<file path="src/rtl/fetch_buffer_pkg.sv">
// Shared types and constants for the two-instruction fetch buffer.
// Latency: n/a (declarations only).
// Backpressure: n/a.
// Contents: word/slot widths, the stored entry record {pc, bundle}, and a
// wrapping PC adder used for the head-bundle address outputs.

package fetch_buffer_pkg;

   localparam int WORD_W      = 16;               // PC and instruction word width
   localparam int SLOT_W      = 16;               // one instruction slot
   localparam int SLOTS       = 2;                // instructions per bundle
   localparam int BUNDLE_W    = SLOT_W * SLOTS;   // 32-bit fetch bundle
   localparam int INSTR_BYTES = 2;                // byte stride between slots

   // One buffered bundle: address of slot 1 plus both instruction half-words.
   typedef struct packed {
      logic [WORD_W-1:0]   pc;
      logic [BUNDLE_W-1:0] bundle;
   } entry_t;

   // PC offset arithmetic wraps at 2^16 so addresses near the top of memory
   // roll over to low addresses instead of growing a carry bit.
   function automatic logic [WORD_W-1:0] pc_add(input logic [WORD_W-1:0] pc,
                                                input logic [WORD_W-1:0] offset);
      return pc + offset;
   endfunction

endpackage

</file>
<file path="src/rtl/fetch_buffer_ctrl.sv">
// Pointer/count bookkeeping for the fetch buffer circular queue.
// Latency: push/pop take effect on the next rising edge; flags are registered-state only.
// Backpressure: fetch_ready = !full; a full queue refuses writes even when popping.
// Ports:
//   clock, reset          - core clock, asynchronous active-low reset
//   fetch_valid, enable   - producer offers a bundle / consumer takes the head
//   flush                 - discard everything; wins over push and pop
//   push, pop             - qualified events for the storage array
//   wr_ptr, rd_ptr, count - queue state; empty/full/fetch_ready derived from count

module fetch_buffer_ctrl
   import fetch_buffer_pkg::*;
#(
   parameter  int DEPTH = 4,
   localparam int PTR_W = $clog2(DEPTH),
   localparam int CNT_W = PTR_W + 1
)(
   input  logic             clock,
   input  logic             reset,
   input  logic             fetch_valid,
   input  logic             enable,
   input  logic             flush,
   output logic             push,
   output logic             pop,
   output logic [PTR_W-1:0] wr_ptr,
   output logic [PTR_W-1:0] rd_ptr,
   output logic [CNT_W-1:0] count,
   output logic             empty,
   output logic             full,
   output logic             fetch_ready
);

   // Flags depend only on the registered count, so fetch_ready never
   // combinationally follows enable.
   assign empty       = (count == '0);
   assign full        = (count == CNT_W'(DEPTH));
   assign fetch_ready = !full;

   assign push = fetch_valid && !full && !flush;
   assign pop  = enable && !empty && !flush;

   // DEPTH is a power of two, so natural PTR_W-bit overflow is the modulo wrap.
   always_ff @(posedge clock or negedge reset) begin
      if (!reset) begin
         wr_ptr <= '0;
         rd_ptr <= '0;
         count  <= '0;
      end else if (flush) begin
         wr_ptr <= '0;
         rd_ptr <= '0;
         count  <= '0;
      end else begin
         if (push) wr_ptr <= wr_ptr + 1'b1;
         if (pop)  rd_ptr <= rd_ptr + 1'b1;
         case ({push, pop})
            2'b10:   count <= count + 1'b1;
            2'b01:   count <= count - 1'b1;
            default: count <= count;
         endcase
      end
   end

endmodule

</file>
<file path="src/rtl/fetch_buffer.sv">
// Fetch buffer: queues two-instruction bundles between I-mem and the IF/ID stage.
// Latency: one cycle from accepted push to head visibility (no bypass).
// Backpressure: fetch_ready drops when DEPTH bundles are held; enable pops the head.
// Ports:
//   clock, reset                      - core clock, asynchronous active-low reset
//   fetch_valid/fetch_pc/fetch_bundle - incoming bundle, fetch_ready accepts it
//   enable, flush                     - consume head / discard all (redirect)
//   instr1/2, pc1/2, pc_plus2_1/2     - head bundle slots and their addresses
//   valid1/2, occupancy, empty, full  - head validity and fill status
// DEPTH must be a power of two and at least 2.

module fetch_buffer
   import fetch_buffer_pkg::*;
#(
   parameter  int DEPTH = 4,
   localparam int PTR_W = $clog2(DEPTH),
   localparam int CNT_W = PTR_W + 1
)(
   input  logic                clock,
   input  logic                reset,
   input  logic                fetch_valid,
   input  logic [WORD_W-1:0]   fetch_pc,
   input  logic [BUNDLE_W-1:0] fetch_bundle,
   output logic                fetch_ready,
   input  logic                enable,
   input  logic                flush,
   output logic [SLOT_W-1:0]   instr1,
   output logic [SLOT_W-1:0]   instr2,
   output logic [WORD_W-1:0]   pc1,
   output logic [WORD_W-1:0]   pc2,
   output logic [WORD_W-1:0]   pc_plus2_1,
   output logic [WORD_W-1:0]   pc_plus2_2,
   output logic                valid1,
   output logic                valid2,
   output logic [CNT_W-1:0]    occupancy,
   output logic                empty,
   output logic                full
);

   logic             push;
   logic             pop;
   logic [PTR_W-1:0] wr_ptr;
   logic [PTR_W-1:0] rd_ptr;

   entry_t mem [DEPTH];
   entry_t head;

   fetch_buffer_ctrl #(
      .DEPTH(DEPTH)
   ) u_ctrl (
      .clock       (clock),
      .reset       (reset),
      .fetch_valid (fetch_valid),
      .enable      (enable),
      .flush       (flush),
      .push        (push),
      .pop         (pop),
      .wr_ptr      (wr_ptr),
      .rd_ptr      (rd_ptr),
      .count       (occupancy),
      .empty       (empty),
      .full        (full),
      .fetch_ready (fetch_ready)
   );

   // Entries are cleared on reset so the head outputs are never X, even
   // while invalid. Flush only moves pointers; stale data stays unreadable.
   always_ff @(posedge clock or negedge reset) begin
      if (!reset) begin
         for (int i = 0; i < DEPTH; i++) begin
            mem[i] <= '0;
         end
      end else if (push) begin
         mem[wr_ptr] <= '{pc: fetch_pc, bundle: fetch_bundle};
      end
   end

   assign head = mem[rd_ptr];

   // Slot 1 (low half-word) is the older instruction of the bundle.
   assign instr1 = head.bundle[SLOT_W-1:0];
   assign instr2 = head.bundle[BUNDLE_W-1:SLOT_W];

   assign pc1        = head.pc;
   assign pc2        = pc_add(head.pc, WORD_W'(INSTR_BYTES));
   assign pc_plus2_1 = pc2;
   assign pc_plus2_2 = pc_add(head.pc, WORD_W'(2 * INSTR_BYTES));

   // A flushing cycle must not hand a bundle to decode.
   assign valid1 = !empty && !flush;
   assign valid2 = !empty && !flush;

endmodule

</file>
<file path="config.mk">
export PLATFORM = sky130hd
export DESIGN_NAME = fetch_buffer
export DESIGN_NICKNAME = d
export VERILOG_FILES = /design/src/rtl/fetch_buffer_pkg.sv /design/src/rtl/fetch_buffer_ctrl.sv /design/src/rtl/fetch_buffer.sv
export SDC_FILE = /design/constraint.sdc
export NUM_CORES = 1
export LEC_CHECK = 0
export BUFFER_PORTS_ARGS = -buffer_cell sky130_fd_sc_hd__buf_2
export CORE_MARGIN = 2
export CORE_UTILIZATION = 60
export CTS_BUF_LIST = sky130_fd_sc_hd__clkbuf_2 sky130_fd_sc_hd__clkbuf_4 sky130_fd_sc_hd__clkbuf_8
export CTS_CLUSTER_DIAMETER = 80
export CTS_CLUSTER_SIZE = 20
export DETAILED_ROUTE_END_ITERATION = 8
export GPL_TIMING_DRIVEN = 0
export PLACE_DENSITY = 0.93
export SLEW_MARGIN = 30
export SYNTH_ARGS = -nofsm -noshare
export SYNTH_HDL_FRONTEND = slang
export SYNTH_SLANG_ARGS = --single-unit
</file>
<file path="constraint.sdc">
create_clock -name clock -period 4.6 [get_ports clock]
set_clock_uncertainty 0.2 [all_clocks]
set_input_delay 1.15 -clock clock [delete_from_list [all_inputs] [get_ports clock]]
set_output_delay 1.15 -clock clock [all_outputs]
set_load 0.1 [all_outputs]
</file>
=== Word level (Yosys, flattened, before mapping) ===
Cells that the tools add are included.

* Flip-flop bits (word level): 199
* Input port bits: 53
* Output and inout bits: 104

* Add/sub/neg operators: 6
* Magnitude comparators: 3
* Equal/unequal tests: 3
* Multiplexer cells: 12
* Bitwise logic cells: 2
* Reduce and logical (&&, ||, !) cells: 13

{| class="wikitable"
|+ Operator list
! kind !! count
|-
| $bwmux W192 || 1
|-
| $mux W48 || 3
|-
| $bmux W48 S2 || 1
|-
| $demux W48 S2 || 1
|-
| $add A16 B2 Y16 const B || 1
|-
| $add A16 B3 Y16 const B || 1
|-
| $mux W2 || 4
|-
| $ge A3 B3 Y1 const B || 2
|-
| $logic_and A1 B1 Y1 || 6
|-
| $not A2 Y3 || 2
|-
| $pmux W3 S2 || 1
|-
| $add A2 B1 Y2 const B || 2
|-
| $reduce_bool A2 Y1 || 2
|-
| $add A3 B1 Y3 const B || 1
|-
| $eq A3 B3 Y1 const B || 1
|-
| $logic_not A1 Y1 || 3
|-
| $logic_not A3 Y1 || 1
|-
| $lt A3 B1 Y1 const B || 1
|-
| $mux W3 || 1
|-
| $reduce_bool A3 Y1 || 1
|-
| $sub A3 B1 Y3 const B || 1
|-
| $eq A2 B1 Y1 const B || 1
|-
| $eq A2 B2 Y1 const B || 1
|}

=== Longest topological paths before layout ===
Gate-level depths: netlist of the first run.

* Depth in word-level cells: 7
* Gate-level depth with buffers: 10
* Mapped depth without buffers: 9

=== Hierarchy ===
From an unflattened synthesis of the first run, not the netlist that was laid out.

* Cells, all modules: 620
* Area, all modules: 9435.3 um2

{| class="wikitable"
|+ Modules (own cells, without submodules)
! module !! instances !! cells each !! area an instance (um2) !! seq. area each (um2)
|-
| fetch_buffer || 1 || 563 || 8924.8 || 4804.6
|-
| fetch_buffer_ctrl || 1 || 57 || 510.5 || 175.2
|}

=== Worst setup path before layout of the first run ===
No wires, ideal clock.

* Kind: reg-to-output
* From: register u_ctrl.count[0]
* To: output port valid2
* Arrival time: 4943 ps
* Path slack: -1693 ps
* Stages on the path, launching flop included: 4
* Buffers on the path: 1
* Path through: dfrtp_1 nor3_1 nor2_1 buf_4

* Word-level cells in the longest chain between the ends: 3

{| class="wikitable"
|+ Ends and longest elaborated chain
! what !! line !! text
|-
| start, declared || fetch_buffer_ctrl.sv:27 || <nowiki>output logic [CNT_W-1:0] count,</nowiki>
|-
| start signal, assigned || fetch_buffer_ctrl.sv:56 || <nowiki>2'b10: count <= count + 1'b1;</nowiki>
|-
| start signal, assigned || fetch_buffer_ctrl.sv:57 || <nowiki>2'b01: count <= count - 1'b1;</nowiki>
|-
| start signal, assigned || fetch_buffer_ctrl.sv:58 || <nowiki>default: count <= count;</nowiki>
|-
| $logic_not A3 Y1 || fetch_buffer_ctrl.sv:35 || <nowiki>assign empty = (count == '0);</nowiki>
|-
| named net empty || fetch_buffer.sv:36 || <nowiki>output logic empty,</nowiki>
|-
| $logic_not A1 Y1 || - ||
|-
| $logic_and A1 B1 Y1 || - ||
|-
| end, declared || fetch_buffer.sv:34 || <nowiki>output logic valid2,</nowiki>
|}

The timed path passes the listed nets, and every way through them passes these cells.

=== Final worst setup path of the first run ===
* From: register u_ctrl.rd_ptr[0]
* To: output port pc_plus2_1[14]

* Word-level cells in the longest chain between the ends: 5

{| class="wikitable"
|+ Ends and longest elaborated chain
! what !! line !! text
|-
| start, declared || fetch_buffer_ctrl.sv:26 || <nowiki>output logic [PTR_W-1:0] rd_ptr,</nowiki>
|-
| start signal, assigned || fetch_buffer_ctrl.sv:54 || <nowiki>if (pop) rd_ptr <= rd_ptr + 1'b1;</nowiki>
|-
| $not A2 Y3 (implied by the code) || fetch_buffer.sv:78 || <nowiki>assign head = mem[rd_ptr];</nowiki>
|-
| $bmux W48 S2 || fetch_buffer.sv:78 ||
|-
| $mux W48 (implied by the code) (2 in a row) || fetch_buffer.sv:78 ||
|-
| $add A16 B2 Y16 || fetch_buffer_pkg.sv:25 || <nowiki>return pc + offset;</nowiki>
|-
| end, declared || fetch_buffer.sv:31 || <nowiki>output logic [WORD_W-1:0] pc_plus2_1,</nowiki>
|}

No other way between the ends. The select of a mux whose other input is x is not followed.

==> results of run 1 <==
-- critical path: cells and delay by family (launching register included) --
family | cells | cell delay [ns]
AOI/OAI and AO/OA | 1 | 0.22
xor gates and xnor gates | 1 | 0.17
adders and majority gates | 1 | 0.19
buffers and inverters | 5 | 0.88
DFF | 1 | 0.39
muxes | 1 | 0.45
and+or+nand+nor | 3 | 0.36
-- through the flow --
| stage | instances | cell area (µm²) | util (%) |
|---|---|---|---|
| after floorplan | 605 | 9694 | - |
| after global placement | 948 | 10710 | 70.42 |
| after detailed placement | 950 | 10770 | 70.85 |
| after CTS | 984 | 11220 | 73.83 |
| after global routing | 985 | 11260 | 74.07 |
| final | 987 | 11260 | 74.10 |
-- layer usage --
layer	track usage, %	wire length [µm]	vias to the layer above	part of all wire, %
met3	6.486	1196	30	5.9
met4	8.312	323	0	1.6
li1	-	-	2547	-
met5	0	0	-	0
met1	29.63	7847	2981	39
met2	45.97	10770	177	53
-- final cells by class --
cell class                 count  area [µm²]  share of cell area, %
multi-input combinational    345        4312                  38.28
timing repair buffer         160       913.4                  8.108
inverter                       6       22.52                 0.1999
clock inverter                15       143.9                  1.277
clock buffer                  17       234.0                  2.077
sequential                   199        4980                  44.21
buffer                        55       419.2                  3.721
antenna                        2       5.005                0.04443
tap                          188       235.2                  2.088
-- flip-flops by register name (all words and copies together), names as in the netlist --
signal and flops:
u_ctrl.rd_ptr 2, u_ctrl.count 3, mem 192, u_ctrl.wr_ptr 2
-- timing repair --
| action | CTS | global route |
|---|---|---|
| endpoints found under the hold margin | 0 | 0 |
| buffers inserted | 2 | 1 |
| setup endpoints to repair | 17 | 12 |
| gates resized for setup | 18 | 7 |
| pin swaps | 1 | 0 |
-- cells in the final DEF (no fill, tap or decap), types with 6 or more instances in the layout --
| cell type | count |
|---|---|
| sky130_fd_sc_hd__dfrtp_1 | 199 |
| sky130_fd_sc_hd__mux2_2 | 192 |
| sky130_fd_sc_hd__buf_2 | 165 |
| sky130_fd_sc_hd__mux4_2 | 45 |
| sky130_fd_sc_hd__buf_4 | 24 |
| sky130_fd_sc_hd__nand2_1 | 17 |
| sky130_fd_sc_hd__clkbuf_8 | 17 |
| sky130_fd_sc_hd__nor2_1 | 16 |
| sky130_fd_sc_hd__buf_6 | 11 |
| sky130_fd_sc_hd__inv_1 | 6 |
| sky130_fd_sc_hd__xor2_4 | 6 |
| sky130_fd_sc_hd__xnor2_2 | 6 |
-- how the worst min path moves through the flow --
stage | endpoint | cells after the start
after floorplan | mem[133] | 1
after global placement | mem[136] | 1
after detailed placement | mem[136] | 1
after CTS | mem[133] | 1
after global routing | mem[136] | 1
final | mem[133] | 1
-- cells by family (layout without fill, tap and decap cells) --
| family | count (synthesis) | after routing | share of synthesized area [%] |
|---|---|---|---|
| multiplexers | 243 | 243 | 35.18 |
| XOR/XNOR | 30 | 30 | 2.815 |
| flip-flops | 199 | 199 | 53.34 |
| buffers and inverters | 61 | 253 | 4.048 |
| other | 0 | 2 | 0 |
| adder cells (fa/ha/maj) | 7 | 7 | 1.019 |
| AO/OA/AOI/OAI | 5 | 5 | 0.3886 |
| AND/OR/NAND/NOR | 60 | 60 | 3.203 |
==> flow_summary.json, run 1 <==
{
  "yosys-top-cells-area": "sky130_fd_sc_hd__dfrtp_1 (53%), sky130_fd_sc_hd__mux2_2 (23%), sky130_fd_sc_hd__mux4_2 (11%)",
  "synth_seq_area_share_pct": 53.34,
  "postSynthAreaPerCell_um2": 15.43,
  "timing.rr.end": "mem[116]",
  "area_delta_synth_final_pct": 20.67,
  "postCtsHoldBufs": 0,
  "path_depth_of_the_worst_reg2reg_path": 8,
  "fmax_mhz": 222.6,
  "fin_ws_ns": 0.1069,
  "yosys_most_used_dff": "sky130_fd_sc_hd__dfrtp_1",
  "timing.reg2reg.setup_slack_ns": 2.11,
  "cts_buffer_depth": 2,
  "syn-cell-area_um2": 9335,
  "relSlewSlack_pct": 45.41,
  "initial_core_util_pct": 61.41,
  "tritoncts": "done",
  "setup.worst_path.start": "u_ctrl.rd_ptr[0]",
  "detailed_routing_iteration_count_for_the_pre_antenna_repair_pass": 4,
  "yosysMostFrequentCell": "sky130_fd_sc_hd__dfrtp_1",
  "post_route_cells_drive_above_1_share_pct": 64.62,
  "wl_per_cell_um": 20.40,
  "cp_data_required_time_ns": 3.25,
  "detailed_place_hpwl_um": 14210,
  "critical_path.startpoint_type": "register",
  "overflow": 0,
  "status": "completed",
  "ys_warn_count": 0,
  "die_width_um": 128.7,
  "drt_first_iter_violations": 300,
  "first_global_vias": 6170,
  "post-place-ws_ns": -0.01946,
  "arrival_ns": 3.14,
  "largest_driver_fanout_on_the_critical_path": 10,
  "syn_inst": 605,
  "worst_setup_path_endpoint": "pc_plus2_1[14]",
  "clock_sink_count": 199,
  "report.final.hold_viol_count": 0,
  "floorplan.die_area_um2": 16570,
  "timing.critical_path.slowest_stage_cell": "sky130_fd_sc_hd__mux4_2",
  "nets": 844,
  "clockRootBuffer": "sky130_fd_sc_hd__clkbuf_8",
  "worst_pin_slew_ns": 0.8188,
  "postSynthRegisterBits": 199,
  "std_cell_rows": 45,
  "hold_path.class": "register to register",
  "route.detailed.drc": 0,
  "die-height_um": 128.7,
  "io-pin-count": 157,
  "yosys_top_cell_area_share_pct": 53.34,
  "finalSetupTns_ns": 0,
  "synthesis.nets": 665,
  "timing.final.crit_share_pct": 97.68,
  "grt_setup_unrepaired": "yes",
  "synth_top_area_cell": "sky130_fd_sc_hd__dfrtp_1",
  "slew_violations": 0,
  "timing.hold.ws_ns": 0.3045,
  "criticalPathCategory": "register to output port",
  "grt_pass1_wl_um": 31750,
  "period_minus_slack_ns": 4.493,
  "core_area_um2": 15200,
  "setup_viol": 0,
  "cts.htree.levels": 4,
  "worst_setup_ep_type": "output port",
  "synthTopCellsByCount": "sky130_fd_sc_hd__dfrtp_1 (199), sky130_fd_sc_hd__mux2_2 (192), sky130_fd_sc_hd__mux4_2 (45)",
  "cts-buffers-inserted": 17,
  "synth-edff-count": 0,
  "pin_count_of_the_biggest_net_entering_global_routing": 80,
  "cell_chain_critical_path": "buf_6, buf_12, mux4_2, ha_4, nand2_2, o22ai_2, nand4_1, buf_4, nor3_4, xor2_4, buf_6, buf_4",
  "finalWirelength_um": 20130,
  "globalRouteTotalUtil_pct": 25.37,
  "detailroute.via_count": 5735,
  "timing.rr.start": "u_ctrl.count[1]",
  "portBuffers": 155,
  "antenna_violations_before_repair": 2,
  "layout_filler_cell_count": 943,
  "postSynth.asyncResetShare_pct": 100.0,
  "hp_start": "mem[133]",
  "yosys.cell_types.count": 33,
  "cts.clk_slew.worst_paths_ns": 0.10,
  "max_stage_delay_ns": 0.45,
  "viasPerCell": 5.811,
  "globalplace.congestion": 0.8214,
  "cap_violations": 0,
  "postRouteAntennaNets": 0,
  "clock_insertion_delay_worst_skew_ns": 0.47
}
Power of run 1 is not shown: default switching activity piles up to over one toggle a cycle in this logic, so the estimate is an artifact.
==> run 2, diff against run 1 <==
--- a/config.mk
+++ b/config.mk
@@ -6,14 +6,15 @@
 export NUM_CORES = 1
 export LEC_CHECK = 0
 export BUFFER_PORTS_ARGS = -buffer_cell sky130_fd_sc_hd__buf_2
+export CORE_ASPECT_RATIO = 1.1
 export CORE_MARGIN = 2
-export CORE_UTILIZATION = 60
+export CORE_UTILIZATION = 35
 export CTS_BUF_LIST = sky130_fd_sc_hd__clkbuf_2 sky130_fd_sc_hd__clkbuf_4 sky130_fd_sc_hd__clkbuf_8
 export CTS_CLUSTER_DIAMETER = 80
 export CTS_CLUSTER_SIZE = 20
 export DETAILED_ROUTE_END_ITERATION = 8
 export GPL_TIMING_DRIVEN = 0
-export PLACE_DENSITY = 0.93
+export PLACE_DENSITY = 0.63
 export SLEW_MARGIN = 30
 export SYNTH_ARGS = -nofsm -noshare
 export SYNTH_HDL_FRONTEND = slang
==> run 2 against run 1 <==
Net effect: routed wire length shrank 1.8%; sequential cell count is the same; die area grew 69%; final cell count grew 17%; worst hold slack is essentially flat; maximum frequency grew 1.8%; setup slack gained 0.081 ns; non-clock buffer count grew 1; via count shrank 3.4%; register-to-register slack gained 0.03 ns; cell area grew 2.0%; utilization shrank 30 points.
==> flow_summary.json, run 2 (synthesized netlist as in run 1, its figures left out) <==
{
  "layout_filler_cell_count": 2434,
  "count_of_cells_along_the_worst_hold_path": 1,
  "arrival_ns": 3.06,
  "globalRouteTotalUtil_pct": 14.83,
  "area_delta_synth_final_pct": 23.08,
  "timing.final.crit_share_pct": 95.91,
  "cts.clk_slew.worst_paths_ns": 0.09,
  "grt_pass1_wl_um": 32650,
  "first_global_vias": 5929,
  "relSlewSlack_pct": 47.01,
  "worst_setup_ep_type": "output port",
  "route.detailed.drc": 0,
  "cts-buffers-inserted": 17,
  "layout_commonest_cell": "sky130_fd_sc_hd__dfrtp_1",
  "clock_sink_count": 199,
  "report.final.hold_viol_count": 0,
  "worst_path_most_repeated_cell": "sky130_fd_sc_hd__buf_6",
  "post_route_cells_drive_above_1_share_pct": 64.79,
  "die_width_um": 159.7,
  "detailed_place_hpwl_um": 13880,
  "portBuffers": 155,
  "slew_violations": 0,
  "detailed_routing_iteration_count_for_the_pre_antenna_repair_pass": 4,
  "grt_use_met2_pct": 24.40,
  "largest_driver_fanout_on_the_critical_path": 10,
  "cts.htree.levels": 4,
  "globalplace.congestion": 0.7326,
  "tritoncts": "done",
  "timing.critical_path.slowest_stage_cell": "sky130_fd_sc_hd__mux4_2",
  "die-height_um": 175.3,
  "cp_data_required_time_ns": 3.25,
  "postRouteAntennaNets": 0,
  "critPathBufInv": 4,
  "fmax_mhz": 226.7,
  "register_area_um2": 4980,
  "wl_per_cell_um": 17.17,
  "cell_chain_critical_path": "buf_6, buf_12, mux4_2, nand4_4, or2_1, nor2_1, xor2_4, buf_6, buf_2",
  "clock_insertion_delay_worst_skew_ns": 0.45,
  "viasPerCell": 4.807,
  "critical_path.startpoint_type": "register",
  "drt_first_iter_violations": 250,
  "cp_top_delay_family": "buffers and inverters",
  "status": "completed",
  "worst_pin_slew_ns": 0.7949,
  "hold_path.class": "register to register",
  "finalWirelength_um": 19780,
  "stages_on_worst_setup_path": 9,
  "reg_top3": "mem (192), u_ctrl.count (3)",
  "grt_setup_unrepaired": "yes",
  "detailroute.via_count": 5538,
  "max_stage_delay_ns": 0.50,
  "grt-busiest-layer": "met2",
  "cap_violations": 0,
  "clockRootBuffer": "sky130_fd_sc_hd__clkbuf_8",
  "largest_register_ffs": 192,
  "multi_input_comb_area_um2": 4309,
  "setup_viol": 0,
  "largest-register": "mem",
  "cts_buffer_depth": 2,
  "core_area_um2": 26140,
  "nets": 845,
  "criticalPathCategory": "register to output port",
  "overflow": 0,
  "period_minus_slack_ns": 4.412,
  "grt_use_met3_pct": 4.179,
  "final_util_pct": 43.95,
  "path_depth_of_the_worst_reg2reg_path": 8,
  "antenna_violations_before_repair": 3,
  "postCtsHoldBufs": 0,
  "std_cell_rows": 62,
  "pin_count_of_the_biggest_net_entering_global_routing": 75,
  "initial_core_util_pct": 35.71,
  "io-pin-count": 157,
  "layout.cells.most_common_list": "sky130_fd_sc_hd__dfrtp_1 (199), sky130_fd_sc_hd__mux2_2 (192), sky130_fd_sc_hd__buf_2 (166)",
  "groute.layer.met1.usage_pct": 19.26,
  "floorplan.die_area_um2": 28000
}
## run 2: metrics by stage
stage	cells	setup TNS, ns	hold slack, ns	instance area (µm²)	setup slack, ns
after detailed placement	1114	-0.09229	0.2855	10980	-0.06875
after CTS	1148	0	0.3069	11440	0.01627
after global placement	1112	-253.31	0.2824	10910	-1.291
final	1152	0	0.3050	11490	0.1882
after global routing	1151	-0.01050	0.3135	11490	-0.005330
after floorplan	605	-2.136	0.2704	9694	-0.4038
## run 2: per-layer routing
layer  vias up  wire (µm)
met2       135       9724
met1      2849       8635
met3        16       1206
met4         2        200
met5         -         11
li1       2536          -
## run 2: path summary, 6_finish.rpt
check / from / end / slack (ns)
min reg2reg: mem[133] / mem[133] / 0.30
max in group asynchronous: reset / mem[33] / 3.06
min in group asynchronous: reset / mem[13] / 0.41
max reg2reg: u_ctrl.count[0] / mem[27] / 2.14
min: mem[133] / mem[133] / 0.30
max: u_ctrl.rd_ptr[0] / pc_plus2_1[13] / 0.19
## run 2: timing repair
action	in CTS	in global routing
setup endpoints to repair	18	12
pin swaps	1	0
cloned	0	0
gates resized for setup	18	8
setup buffers	2	2
## run 2: layout make-up
class                      instances  share of cell area, %
antenna                            2                0.04356
timing repair buffer             161                  8.026
sequential                       199                  43.34
tap                              352                  3.833
clock inverter                    13                  1.187
clock buffer                      19                  2.221
inverter                           6                 0.1960
multi-input combinational        345                  37.50
buffer                            55                  3.648
Power of run 2 is left out for the same reason.
==> run 3, diff against run 2 <==
--- a/config.mk
+++ b/config.mk
@@ -5,16 +5,16 @@
 export SDC_FILE = /design/constraint.sdc
 export NUM_CORES = 1
 export LEC_CHECK = 0
-export BUFFER_PORTS_ARGS = -buffer_cell sky130_fd_sc_hd__buf_2
+export BUFFER_PORTS_ARGS = -buffer_cell sky130_fd_sc_hd__buf_4
 export CORE_ASPECT_RATIO = 1.1
 export CORE_MARGIN = 2
-export CORE_UTILIZATION = 35
+export CORE_UTILIZATION = 55
 export CTS_BUF_LIST = sky130_fd_sc_hd__clkbuf_2 sky130_fd_sc_hd__clkbuf_4 sky130_fd_sc_hd__clkbuf_8
 export CTS_CLUSTER_DIAMETER = 80
 export CTS_CLUSTER_SIZE = 20
 export DETAILED_ROUTE_END_ITERATION = 8
 export GPL_TIMING_DRIVEN = 0
-export PLACE_DENSITY = 0.63
+export PLACE_DENSITY = 0.87
 export SLEW_MARGIN = 30
 export SYNTH_ARGS = -nofsm -noshare
 export SYNTH_HDL_FRONTEND = slang
==> constraint.sdc (replaced) <==
create_clock -name clock -period 5.35 [get_ports clock]
set_clock_uncertainty 0.2 [all_clocks]
set_input_delay 1.3375 -clock clock [delete_from_list [all_inputs] [get_ports clock]]
set_output_delay 1.3375 -clock clock [all_outputs]
set_load 0.1 [all_outputs]
==> run 3 against run 2 <==
Net effect: non-clock buffer count down 4; first-iteration DRC count shrank 26%; sequential share of layout area rose by 0.62 points; register-to-register slack better by 0.71 ns; count of clock-buffer cells in the layout increased by 1; routed wire length decreased by 1.7%; setup slack improved by 0.12 ns; global-route usage is 7.7 points higher; sequential cell count stayed put; via count increased by 1.6%; largest cell class unchanged; worst hold slack worse by 0.0032 ns; cell area is 1.4% lower; highest routed layer is now met4.
==> flow_summary.json, run 3 (synthesized netlist as in run 1, its figures left out) <==
{
  "nets": 841,
  "reg_top3": "mem (192), u_ctrl.count (3)",
  "multi_input_comb_area_um2": 4076,
  "drt_first_iter_violations": 185,
  "report.final.hold_viol_count": 0,
  "fmax_mhz": 198.5,
  "cts-buffers-inserted": 17,
  "max_stage_delay_ns": 0.51,
  "post_route_cells_drive_above_1_share_pct": 62.17,
  "detail_route_met2_wl_um": 9979,
  "tritoncts": "done",
  "wl_met3_um": 1113,
  "relSlewSlack_pct": 53.41,
  "portBuffers": 155,
  "timing.critical_path.slowest_stage_cell": "sky130_fd_sc_hd__nor3_1",
  "initial_core_util_pct": 56.60,
  "pin_count_of_the_biggest_net_entering_global_routing": 79,
  "antenna_violations_before_repair": 0,
  "critical_path.startpoint_type": "register",
  "register_area_um2": 4980,
  "cp_data_required_time_ns": 3.81,
  "criticalPathCategory": "register to output port",
  "timing.final.crit_share_pct": 94.18,
  "viasPerCell": 5.646,
  "cts_buffer_depth": 2,
  "layout_commonest_cell": "sky130_fd_sc_hd__dfrtp_1",
  "largest_driver_fanout_on_the_critical_path": 10,
  "dr.max_layer_used": "met4",
  "hp_start": "mem[133]",
  "period_minus_slack_ns": 5.039,
  "critPathBufInv": 4,
  "cell_chain_critical_path": "buf_6, buf_12, mux4_2, ha_1, nand2_1, o22ai_2, nand4_1, nor3_1, xor2_4, buf_4, buf_4",
  "finalWirelength_um": 19440,
  "first_global_vias": 6100,
  "detailed_routing_iteration_count_for_the_pre_antenna_repair_pass": 4,
  "post-place-cells": 966,
  "slew_violations": 0,
  "largest-register": "mem",
  "postCtsHoldBufs": 0,
  "count_of_cells_along_the_worst_hold_path": 1,
  "setup.worst_path.start": "u_ctrl.rd_ptr[0]",
  "area_delta_synth_final_pct": 21.34,
  "io-pin-count": 157,
  "wl_per_cell_um": 19.50,
  "finalNonFillerCells": 997,
  "diodes": 0,
  "die_width_um": 128.2,
  "worst_path_most_repeated_cell": "sky130_fd_sc_hd__buf_4",
  "cp_top_delay_family": "simple AND/OR/NAND/NOR gates",
  "detailroute.via_count": 5629,
  "largest_register_ffs": 192,
  "cts.htree.levels": 4,
  "layout.cells.most_common_list": "sky130_fd_sc_hd__dfrtp_1 (199), sky130_fd_sc_hd__mux2_2 (192), sky130_fd_sc_hd__buf_4 (177)",
  "cts.repair.resized": 0,
  "clock_insertion_delay_worst_skew_ns": 0.46,
  "std_cell_rows": 49,
  "hold_path.class": "register to register",
  "timing.rr.start": "u_ctrl.count[1]",
  "postRouteAntennaNets": 0,
  "floorplan.die_area_um2": 18030,
  "cts_post_setup_buffers_inserted": 0,
  "route.detailed.drc": 0,
  "path_depth_of_the_worst_reg2reg_path": 8,
  "arrival_ns": 3.50,
  "cap_violations": 0,
  "globalRouteTotalUtil_pct": 22.54,
  "worst_pin_slew_ns": 0.6988,
  "grt_pass1_wl_um": 31190,
  "clock_sink_count": 199,
  "worst_setup_ep_type": "output port",
  "layout_filler_cell_count": 1117,
  "overflow": 0,
  "status": "completed",
  "setup_viol": 0,
  "die-height_um": 140.6,
  "clockRootBuffer": "sky130_fd_sc_hd__clkbuf_8",
  "grt_setup_unrepaired": "no",
  "globalplace.congestion": 0.8424,
  "detailed_place_hpwl_um": 14030,
  "cts.clk_slew.worst_paths_ns": 0.08,
  "met1_length_um": 8029,
  "core_area_um2": 16490,
  "stages_on_worst_setup_path": 11
}
==> run 3: cell count changes in the layout (fill, tap and decap cells not counted), moves of 4 or more <==
cell	before	now
sky130_fd_sc_hd__buf_2	166	25
sky130_fd_sc_hd__buf_4	25	177
sky130_fd_sc_hd__buf_6	10	2
sky130_fd_sc_hd__xnor2_1	5	10
sky130_fd_sc_hd__xnor2_4	4	0
sky130_fd_sc_hd__xor2_1	4	9
sky130_fd_sc_hd__xor2_4	6	1
==> run 3: per-layer routing <==
metal | vias to the layer above | GRT usage [%]
li1 | 2525 | -
met1 | 2903 | 28.03
met2 | 172 | 38.35
met3 | 29 | 5.731
met4 | 0 | 8.155
met5 | - | 0
==> run 3: path summary, 6_finish.rpt <==
kind	to	slack, ns
setup / recovery	pc_plus2_1[14]	0.31
hold / removal	mem[133]	0.30
setup reg to reg	mem[172]	2.85
hold reg to reg	mem[133]	0.30
max in group asynchronous	mem[172]	3.68
min in group asynchronous	mem[54]	0.56
==> run 3: cell type report <==
cell class / count / area share [%]
multi-input cells: 345 / 35.99
clock buffers: 20 / 2.320
well taps: 204 / 2.253
repair buffers: 157 / 10.83
clock inverters: 11 / 1.314
inverters: 6 / 0.1988
plain buffers: 55 / 3.137
flip-flops and latches: 199 / 43.96
==> run 3: metrics by stage <==
step,hold WS [ns],setup WS [ns],TNS (ns),util (%),area (µm²)
2_1_floorplan,0.2704,-0.4956,-0.4969,-,9434
3_3_place_gp,0.2791,0.8186,0,65.81,10850
3_5_place_dp,0.2878,0.7891,0,66.19,10920
4_1_cts,0.3071,0.2794,0,68.68,11330
5_1_grt,0.3145,0.1602,0,68.68,11330
6_report,0.3018,0.3112,0,68.68,11330
Power of run 3 is left out for the same reason.
